$ cat src/rtl/uart_pkg.sv
// Shared types for the UART blocks: transmitter state encoding, the per-frame
// configuration snapshot, and the default bit-period helper.
package uart_pkg;

  typedef enum logic [2:0] {
    IDLE,
    START,
    DATA,
    PARITY,
    STOP
  } tx_state_t;

  localparam int unsigned CFG_DIV_WIDTH = 32;

  typedef struct packed {
    logic [CFG_DIV_WIDTH-1:0] div;
    logic                     parity_en;
    logic                     parity_odd;
    logic                     stop2;
  } frame_cfg_t;

  function automatic int unsigned default_div(input int unsigned clock_freq,
                                              input int unsigned baud_rate);
    return clock_freq / baud_rate;
  endfunction

endpackage

$ cat src/rtl/uart_sync_fifo.sv
// Synchronous FIFO with occupancy count; DEPTH must be a power of two so the
// pointers wrap naturally. A full FIFO refuses a push even when popped.
module uart_sync_fifo #(
  parameter int DEPTH = 4,
  parameter int WIDTH = 8
) (
  input  logic                     clk,
  input  logic                     reset,
  input  logic                     push_i,
  input  logic [WIDTH-1:0]         wdata_i,
  input  logic                     pop_i,
  output logic [WIDTH-1:0]         rdata_o,
  output logic                     full_o,
  output logic                     empty_o,
  output logic [$clog2(DEPTH):0]   count_o
);

  localparam int AW = $clog2(DEPTH);

  logic [WIDTH-1:0] mem_q [DEPTH];
  logic [AW-1:0]    wr_ptr_q, rd_ptr_q;
  logic [AW:0]      count_q;
  logic             do_push, do_pop;

  assign full_o  = (count_q == (AW+1)'(DEPTH));
  assign empty_o = (count_q == '0);
  assign do_push = push_i && !full_o;
  assign do_pop  = pop_i && !empty_o;
  assign rdata_o = mem_q[rd_ptr_q];
  assign count_o = count_q;

  // NOTE: the storage array is deliberately not reset; validity is defined by
  // the pointers and count, and a reset-free array maps onto plain RAM/flops.
  always_ff @(posedge clk) begin
    if (do_push) mem_q[wr_ptr_q] <= wdata_i;
  end

  always_ff @(posedge clk or posedge reset) begin
    if (reset) begin
      wr_ptr_q <= '0;
      rd_ptr_q <= '0;
      count_q  <= '0;
    end else begin
      if (do_push) wr_ptr_q <= wr_ptr_q + 1'b1;
      if (do_pop)  rd_ptr_q <= rd_ptr_q + 1'b1;
      if (do_push && !do_pop)      count_q <= count_q + 1'b1;
      else if (do_pop && !do_push) count_q <= count_q - 1'b1;
    end
  end

endmodule

$ cat src/rtl/uart_tx_cfg.sv
// Configurable UART transmitter: FIFO-fed, runtime divisor/parity/stop bits,
// back-to-back LSB-first frames with a registered, glitch-free line output.
module uart_tx_cfg
  import uart_pkg::*;
#(
  parameter int unsigned CLOCK_FREQ = 125_000_000,
  parameter int unsigned BAUD_RATE  = 115_200,
  parameter int unsigned DATA_WIDTH = 8,
  parameter int unsigned FIFO_DEPTH = 4,
  parameter int unsigned DIV_WIDTH  = 16
) (
  input  logic                          clk,
  input  logic                          reset,
  input  logic [DATA_WIDTH-1:0]         data_in,
  input  logic                          data_in_valid,
  output logic                          data_in_ready,
  input  logic [DIV_WIDTH-1:0]          baud_div,
  input  logic                          parity_en,
  input  logic                          parity_odd,
  input  logic                          stop2,
  output logic                          serial_out,
  output logic                          busy,
  output logic [$clog2(FIFO_DEPTH):0]   fifo_count
);

  localparam int unsigned DEFAULT_DIV = default_div(CLOCK_FREQ, BAUD_RATE);

  tx_state_t             state_q, state_d;
  logic [DIV_WIDTH-1:0]  baud_cnt_q, baud_cnt_d;
  logic [3:0]            bit_cnt_q, bit_cnt_d;
  logic [DATA_WIDTH-1:0] shift_q, shift_d;
  frame_cfg_t            cfg_q, cfg_d;
  logic                  parity_q, parity_d;
  logic                  stop_cnt_q, stop_cnt_d;
  logic                  serial_q, serial_d;

  logic                  pop;
  logic                  fifo_full, fifo_empty;
  logic [DATA_WIDTH-1:0] fifo_rdata;
  logic                  bit_done;

  uart_sync_fifo #(
    .DEPTH (FIFO_DEPTH),
    .WIDTH (DATA_WIDTH)
  ) u_fifo (
    .clk     (clk),
    .reset   (reset),
    .push_i  (data_in_valid),
    .wdata_i (data_in),
    .pop_i   (pop),
    .rdata_o (fifo_rdata),
    .full_o  (fifo_full),
    .empty_o (fifo_empty),
    .count_o (fifo_count)
  );

  assign data_in_ready = !fifo_full;
  assign busy          = (state_q != IDLE) || !fifo_empty;
  assign serial_out    = serial_q;
  assign bit_done      = (CFG_DIV_WIDTH'(baud_cnt_q) == cfg_q.div - 1'b1);

  // NOTE: every variable gets a default at the top of the block so no path
  // leaves one unassigned, which would otherwise infer a latch.
  always_comb begin
    state_d    = state_q;
    baud_cnt_d = baud_cnt_q + 1'b1;
    bit_cnt_d  = bit_cnt_q;
    shift_d    = shift_q;
    cfg_d      = cfg_q;
    parity_d   = parity_q;
    stop_cnt_d = stop_cnt_q;
    pop        = 1'b0;

    unique case (state_q)
      IDLE: begin
        baud_cnt_d = '0;
        pop        = !fifo_empty;
      end
      START: begin
        if (bit_done) begin
          state_d    = DATA;
          baud_cnt_d = '0;
          bit_cnt_d  = '0;
        end
      end
      DATA: begin
        if (bit_done) begin
          baud_cnt_d = '0;
          if (bit_cnt_q == 4'(DATA_WIDTH - 1)) begin
            state_d    = cfg_q.parity_en ? PARITY : STOP;
            stop_cnt_d = 1'b0;
          end else begin
            bit_cnt_d = bit_cnt_q + 1'b1;
            shift_d   = shift_q >> 1;
          end
        end
      end
      PARITY: begin
        if (bit_done) begin
          state_d    = STOP;
          baud_cnt_d = '0;
          stop_cnt_d = 1'b0;
        end
      end
      STOP: begin
        if (bit_done) begin
          baud_cnt_d = '0;
          if (cfg_q.stop2 && !stop_cnt_q) begin
            stop_cnt_d = 1'b1;
          end else begin
            pop = !fifo_empty;
            state_d = IDLE;
          end
        end
      end
      default: state_d = IDLE;
    endcase

    // A pop from IDLE or from the final stop clock starts the next frame with
    // zero gap; configuration is frozen here for the whole frame.
    if (pop) begin
      state_d          = START;
      baud_cnt_d       = '0;
      shift_d          = fifo_rdata;
      parity_d         = ^fifo_rdata;
      cfg_d.div        = (baud_div != '0) ? CFG_DIV_WIDTH'(baud_div)
                                          : CFG_DIV_WIDTH'(DEFAULT_DIV);
      cfg_d.parity_en  = parity_en;
      cfg_d.parity_odd = parity_odd;
      cfg_d.stop2      = stop2;
    end

    unique case (state_d)
      START:   serial_d = 1'b0;
      DATA:    serial_d = shift_d[0];
      PARITY:  serial_d = parity_d ^ cfg_d.parity_odd;
      default: serial_d = 1'b1;
    endcase
  end

  // NOTE: sequential state uses non-blocking assignments so every flop samples
  // the pre-edge values regardless of statement order.
  always_ff @(posedge clk or posedge reset) begin
    if (reset) begin
      state_q    <= IDLE;
      baud_cnt_q <= '0;
      bit_cnt_q  <= '0;
      shift_q    <= '0;
      cfg_q      <= '{div: CFG_DIV_WIDTH'(DEFAULT_DIV), parity_en: 1'b0,
                      parity_odd: 1'b0, stop2: 1'b0};
      parity_q   <= 1'b0;
      stop_cnt_q <= 1'b0;
      serial_q   <= 1'b1;
    end else begin
      state_q    <= state_d;
      baud_cnt_q <= baud_cnt_d;
      bit_cnt_q  <= bit_cnt_d;
      shift_q    <= shift_d;
      cfg_q      <= cfg_d;
      parity_q   <= parity_d;
      stop_cnt_q <= stop_cnt_d;
      serial_q   <= serial_d;
    end
  end

endmodule

$ cat config.mk
export PLATFORM = sky130hd
export DESIGN_NAME = uart_tx_cfg
export DESIGN_NICKNAME = d
export VERILOG_FILES = /design/src/rtl/uart_pkg.sv /design/src/rtl/uart_sync_fifo.sv /design/src/rtl/uart_tx_cfg.sv
export SDC_FILE = /design/constraint.sdc
export NUM_CORES = 1
export LEC_CHECK = 0
export CAP_MARGIN = 0
export CORE_ASPECT_RATIO = 1.5
export CORE_MARGIN = 3
export CORE_UTILIZATION = 63
export DETAILED_ROUTE_END_ITERATION = 8
export PLACE_DENSITY_LB_ADDON = 0.1
export SKIP_CTS_REPAIR_TIMING = 1
export SLEW_MARGIN = 0
export SYNTH_ARGS = -nofsm -noshare
export SYNTH_HDL_FRONTEND = slang
export SYNTH_SLANG_ARGS = --single-unit
$ cat constraint.sdc
create_clock -name clk -period 6.25 [get_ports clk]
set_clock_uncertainty 0.15 [all_clocks]
set_input_delay 1.25 -clock clk [delete_from_list [all_inputs] [get_ports clk]]
set_output_delay 1.25 -clock clk [all_outputs]
set_load 0.02 [all_outputs]
==> results of run 1 <==
area by class of cell:
cell class	count	area (um^2)	area share, %
Timing Repair Buffer	37	365.4	6.688
Sequential cell	92	2471	45.24
Tap cell	100	125.1	2.290
Clock buffer	12	135.1	2.474
Multi-Input combinational cell	299	2270	41.55
Inverter	12	45.04	0.8246
Clock inverter	4	51.30	0.9391
metal layers:
layer / global-route usage (%) / vias up / wire (um)
met5: 0 / - / 0
li1: - / 1579 / -
met1: 24.60 / 1599 / 3567
met3: 4.660 / 25 / 312
met2: 41.59 / 75 / 5150
met4: 12.72 / 0 / 396
worst reg2reg max path, delay by kind of cell, from the launching register on:
kind | cells | cell delay [ns]
AND/OR/NAND/NOR | 5 | 1.46
AO/OA/AOI/OAI | 2 | 0.23
flip-flops | 1 | 0.44
adder cells (fa/ha/maj) | 3 | 0.88
XOR/XNOR | 2 | 0.32
buffers and inverters | 3 | 0.63
through the flow:
step / util (%) / instance area [um^2]
detailed placement: 71.60 / 5276
global placement: 71.60 / 5276
global route: 74.13 / 5463
CTS: 74.13 / 5463
floorplan: - / 4890
finish: 74.13 / 5463
synth_stat cells, drive strengths merged (11+ instances only):
| cell type | n |
|---|---|
| dfrtp | 53 |
| nor2 | 50 |
| edfxtp | 32 |
| xnor2 | 26 |
| nand2 | 21 |
| xor2 | 21 |
| a21oi | 18 |
| mux2 | 16 |
| nand3 | 14 |
| inv | 12 |
| mux2i | 11 |
| nor4 | 11 |
worst paths after layout:
kind                       cells after the start                  to  slack, ns       from
hold / removal                                 2           cfg_q[13]       0.36  cfg_q[13]
max in group asynchronous                      3        bit_cnt_q[0]       4.18      reset
min in group asynchronous                      3  u_fifo.rd_ptr_q[1]       1.25      reset
hold reg to reg                                2           cfg_q[13]       0.36  cfg_q[13]
setup reg to reg                              15   u_fifo.count_o[2]       2.08   cfg_q[4]
setup / recovery                              15   u_fifo.count_o[2]       2.08   cfg_q[4]
flip-flops by register name, summed over array words and instances (netlist names):
name,flops
baud_cnt_q,16
bit_cnt_q,4
cfg_q,19
parity_q,1
serial_out,1
shift_q,8
state_q,3
stop_cnt_q,1
u_fifo.count_o,3
u_fifo.mem_q,32
u_fifo.rd_ptr_q,2
u_fifo.wr_ptr_q,2
cells by family after synthesis:
kind of cell,synth area share (%)
adder cells (fa/ha/maj),2.738
flip-flops,50.54
XOR/XNOR,8.419
multiplexers,10.39
AO/OA/AOI/OAI,7.575
AND/OR/NAND/NOR,17.30
buffers and inverters,3.045
power breakdown:
group / internal [mW] / total (mW) / leakage [nW] / switching (mW)
Sequential: 0.718 / 0.799 / 1.02 / 0.0810
Combinational: 0.176 / 0.351 / 1.06 / 0.175
Clock: 0.186 / 0.385 / 0.0906 / 0.200
Total: 1.08 / 1.54 / 2.17 / 0.456
==> results.toml, run 1 <==
[run_status]
outcome = "completed"

[clock_network]
clockBufferDepth = 2
htreeDepth = 3
cts.sinks = 92
clk_latency_ns = 0.36
path_clk_slew_ns = 0.08
cts_made_buffers = 9
cts-root-buf = "clkbuf_8"
cts_tree = "done"

[global_routing]
grt_first_pass_wirelength_mm = 15.76
grt_pass1_vias = 3389
antenna_found_initial = 0
grt-ovfl-total = 0
grt_use_total_pct = 22.92
grt_max_degree = 61

[pwr]
p_per_area_mw_per_mm2 = 281.1
ir_drop_mv = 0.2969
power_mw = 1.536
leakage_nw = 2.173

[floorplanning]
fp.coreArea_mm2 = 0.007370
rows = 38
ios = 36
start_util_pct = 66.35
die-area_mm2 = 0.008876
die_height_um = 113.9
die_x_um = 77.93

[finish]
final_nets = 490
diodes = 0
area_delta_synth_final_pct = 11.72
mostFrequentLayoutCell = "dfrtp_1"
n_fill_cell = 512
layout-drive-gt1-share_pct = 13.60
fin_cells = 556
final_cell_mix = "dfrtp_1 (53), nor2_1 (50), clkdlybuf4s50_1 (35)"

[drt]
first_pass_iters = 4
wire_per_inst_um = 16.95
via_per_inst = 5.896
route.detailed.drc = 0
antenna_left = 0
vias = 3278
wl_mm = 9.425
drt-initial-drc-count = 137

[placed_design]
place_ws_ns = 2.113
gp_congestion = 0.8851
dpl.hpwl_mm = 7.107
io_buffers = 35
dp_cells = 540

[synthesis]
synth_ff_type = "dfrtp_1"
post-synth-top-area-cell = "dfrtp_1"
ys_types = 66
synthCells = 421
ys_seq_elements = 92
netlist_area_mm2 = 0.004890
async_reset_ff_share_pct = 65.22
synth_top_area_share_pct = 27.12
synth-edff-count = 32
netlist_top_cells_area = "dfrtp_1 (27%), edfxtp_1 (20%), xnor2_1 (4.7%)"
syn-num-nets = 460
ys.warnings.count = 0
seq_area_frac_synth_pct = 50.54
avgSynthCellArea_um2 = 11.61

[worst_setup_path]
end_kind = "flip-flop"
required_ns = 6.38
critical_path.max_stage_delay_ns = 0.60
cp_slowest_cell = "or4b_1"
cp.arrival_ns = 4.30
startpoint_type = "flip-flop"
path_max_fanout = 46
crit_chain = "inv_1 > ha_1 > or4b_1 > nor4_4 > or3_1 > a2111oi_4 > and2_4 > a21oi_4 > buf_4 > ha_1 > inv_1 > fa_1 > xor2_1 > nor2_1 > xor2_1"
critPathTopFamily = "simple AND/OR/NAND/NOR gates"
crit_type = "flip-flop to flip-flop"
crit_buf_inv = 3

[run]
cap_violations = 0

[timing]
holdWs_ns = 0.3634
finalHoldViolCount = 0
final.setup.tns_ns = 0
maxSlewHeadroom_pct = 51.27
layout_setup_ws_ns = 2.082
fin_crit_ns = 4.168
post-route-period-util_pct = 66.69
timing.fmax_mhz = 239.9
worst_pin_slew_ns = 0.7125
slew_viol_final = 0
setup_violations = 0
rsz0062_at_grt = "false"

[hold_path]
min_path_type = "flip-flop to flip-flop"
Note: power is estimated with default switching activity, not from simulation.
==> inputs of run 2 (changes only) <==
--- a/config.mk
+++ b/config.mk
@@ -8,7 +8,7 @@
 export CAP_MARGIN = 0
 export CORE_ASPECT_RATIO = 1.5
 export CORE_MARGIN = 3
-export CORE_UTILIZATION = 63
+export CORE_UTILIZATION = 59
 export DETAILED_ROUTE_END_ITERATION = 8
 export PLACE_DENSITY_LB_ADDON = 0.1
 export SKIP_CTS_REPAIR_TIMING = 1
==> constraint.sdc (replaced) <==
create_clock -name clk -period 4 [get_ports clk]
set_clock_uncertainty 0.15 [all_clocks]
set_input_delay 0.8 -clock clk [delete_from_list [all_inputs] [get_ports clk]]
set_output_delay 0.8 -clock clk [all_outputs]
set_load 0.02 [all_outputs]
==> results.toml, run 2 (synthesis results as in run 1) <==
[run_status]
outcome = "completed"

[floorplanning]
die_height_um = 117.5
rows = 40
die_x_um = 80.33
start_util_pct = 60.68
ios = 36
fp.coreArea_mm2 = 0.008058
die-area_mm2 = 0.009438

[worst_setup_path]
end_kind = "flip-flop"
crit_type = "flip-flop to flip-flop"
startpoint_type = "flip-flop"
r2r_end = "u_fifo.count_o[1]"
cp.arrival_ns = 3.78
path_max_fanout = 6
r2r_cells = 12
r2r_slack_ns = 0.29
required_ns = 4.07
r2r-start = "cfg_q[3]"

[finish]
final_cell_mix = "dfrtp_1 (53), nor2_1 (50), clkdlybuf4s50_1 (35)"
area_delta_synth_final_pct = 14.61
largest_register_ffs = 32
regMostFlops = "u_fifo.mem_q"
mostFrequentLayoutCell = "dfrtp_1"
diodes = 0
layout-drive-gt1-share_pct = 14.19
reg_top3 = "u_fifo.mem_q (32), cfg_q (19), baud_cnt_q (16)"
fin_area_mm2 = 0.005604
final_nets = 492

[drt]
first_pass_iters = 4
vias = 3287
wire_per_inst_um = 17.34
via_per_inst = 5.838
antenna_left = 0
route.detailed.drc = 0
wl_mm = 9.764
drt-initial-drc-count = 150

[timing]
setup_violations = 0
rsz0062_at_grt = "false"
timing.fmax_mhz = 269.6
maxSlewHeadroom_pct = 52.11
fin_crit_ns = 3.709
final.setup.tns_ns = 0
finalHoldViolCount = 0
slew_viol_final = 0
worst_pin_slew_ns = 0.7003
post-route-period-util_pct = 92.73

[placed_design]
place_area_mm2 = 0.005310
io_buffers = 35
gp_congestion = 0.8937
dpl.hpwl_mm = 7.213

[hold_path]
min_path_type = "flip-flop to flip-flop"
hold_start = "cfg_q[13]"
whs_endpoint = "cfg_q[13]"
hold_depth = 2

[global_routing]
grt_max_degree = 61
grt_pass1_vias = 3365
grt_first_pass_wirelength_mm = 16.57
antenna_found_initial = 0
grt_use_total_pct = 22.70
grt-ovfl-total = 0

[pwr]
ir_drop_mv = 0.4034
p_per_area_mw_per_mm2 = 470.7
leakage_nw = 2.240

[clock_network]
clk_latency_ns = 0.34
cts-root-buf = "clkbuf_16"
cts_made_buffers = 9
cts_tree = "done"
path_clk_slew_ns = 0.06
cts.sinks = 92
htreeDepth = 3
clockBufferDepth = 2

[run]
cap_violations = 0
## run 2: cell count changes in the layout (fill, tap and decap cells not counted)
cell,previous run,this run
clkbuf_16,0,9
clkbuf_8,9,0
buf_12,0,1
buf_4,2,3
clkbuf_1,3,2
clkinv_4,1,2
clkinvlp_4,1,0
inv_6,0,1
## run 2: worst max-delay path by stage
stage	cells past startpoint	slack, ns	endpoint	start
final	12	0.29	u_fifo.count_o[1]	cfg_q[3]
after global routing	12	0.09	u_fifo.count_o[1]	cfg_q[3]
after CTS	12	0.29	u_fifo.count_o[1]	cfg_q[3]
after detailed placement	12	0.32	u_fifo.count_o[1]	cfg_q[3]
after global placement	12	0.40	u_fifo.count_o[1]	cfg_q[3]
after floorplan	14	0.24	u_fifo.count_o[1]	cfg_q[3]
## run 2: power by group
part,internal (mW),switching [mW]
Combinational,0.279,0.275
Sequential,1.12,0.129
Clock,0.488,0.344
## run 2: metrics by stage
step | utilization [%] | std cells | power, mW | worst slack [ns] | hold slack (ns)
after floorplan | - | 421 | 1.642 | 0.2420 | 0.3264
after global placement | 65.90 | 547 | 1.798 | 0.3981 | 0.3445
after detailed placement | 65.90 | 547 | 1.828 | 0.3178 | 0.3519
after CTS | 69.55 | 563 | 2.665 | 0.2861 | 0.3622
after global routing | 69.55 | 563 | 2.790 | 0.09102 | 0.3947
final | 69.55 | 563 | 2.638 | 0.2910 | 0.3590
## run 2: routing by layer
layer | global-route usage (%) | routed length (um) | vias to the layer above
met5 | 0 | 0 | -
met4 | 10.47 | 377 | 0
met3 | 4.058 | 350 | 27
met2 | 39.16 | 5293 | 73
met1 | 26.92 | 3744 | 1600
li1 | - | - | 1587
## run 2: critical path: stages (launching register included)
cell and delay, ns:
dfstp_2 0.58, inv_1 0.07, ha_1 0.25, or4b_1 0.32, nor4_4 0.08, or3_1 0.41
a2111oi_4 0.43, and2_4 0.23, a21oi_4 0.07, ha_1 0.25, inv_1 0.07, fa_1 0.41
mux2_2 0.27
## run 2: area by class of cell
cell class | count | area (um^2)
well taps | 105 | 131.4
fillers | 591 | 2454
repair buffers | 39 | 392.9
inverters | 12 | 45.04
clock inverters | 5 | 61.31
multi-input cells | 299 | 2270
clock buffers | 11 | 232.7
flip-flops and latches | 92 | 2471
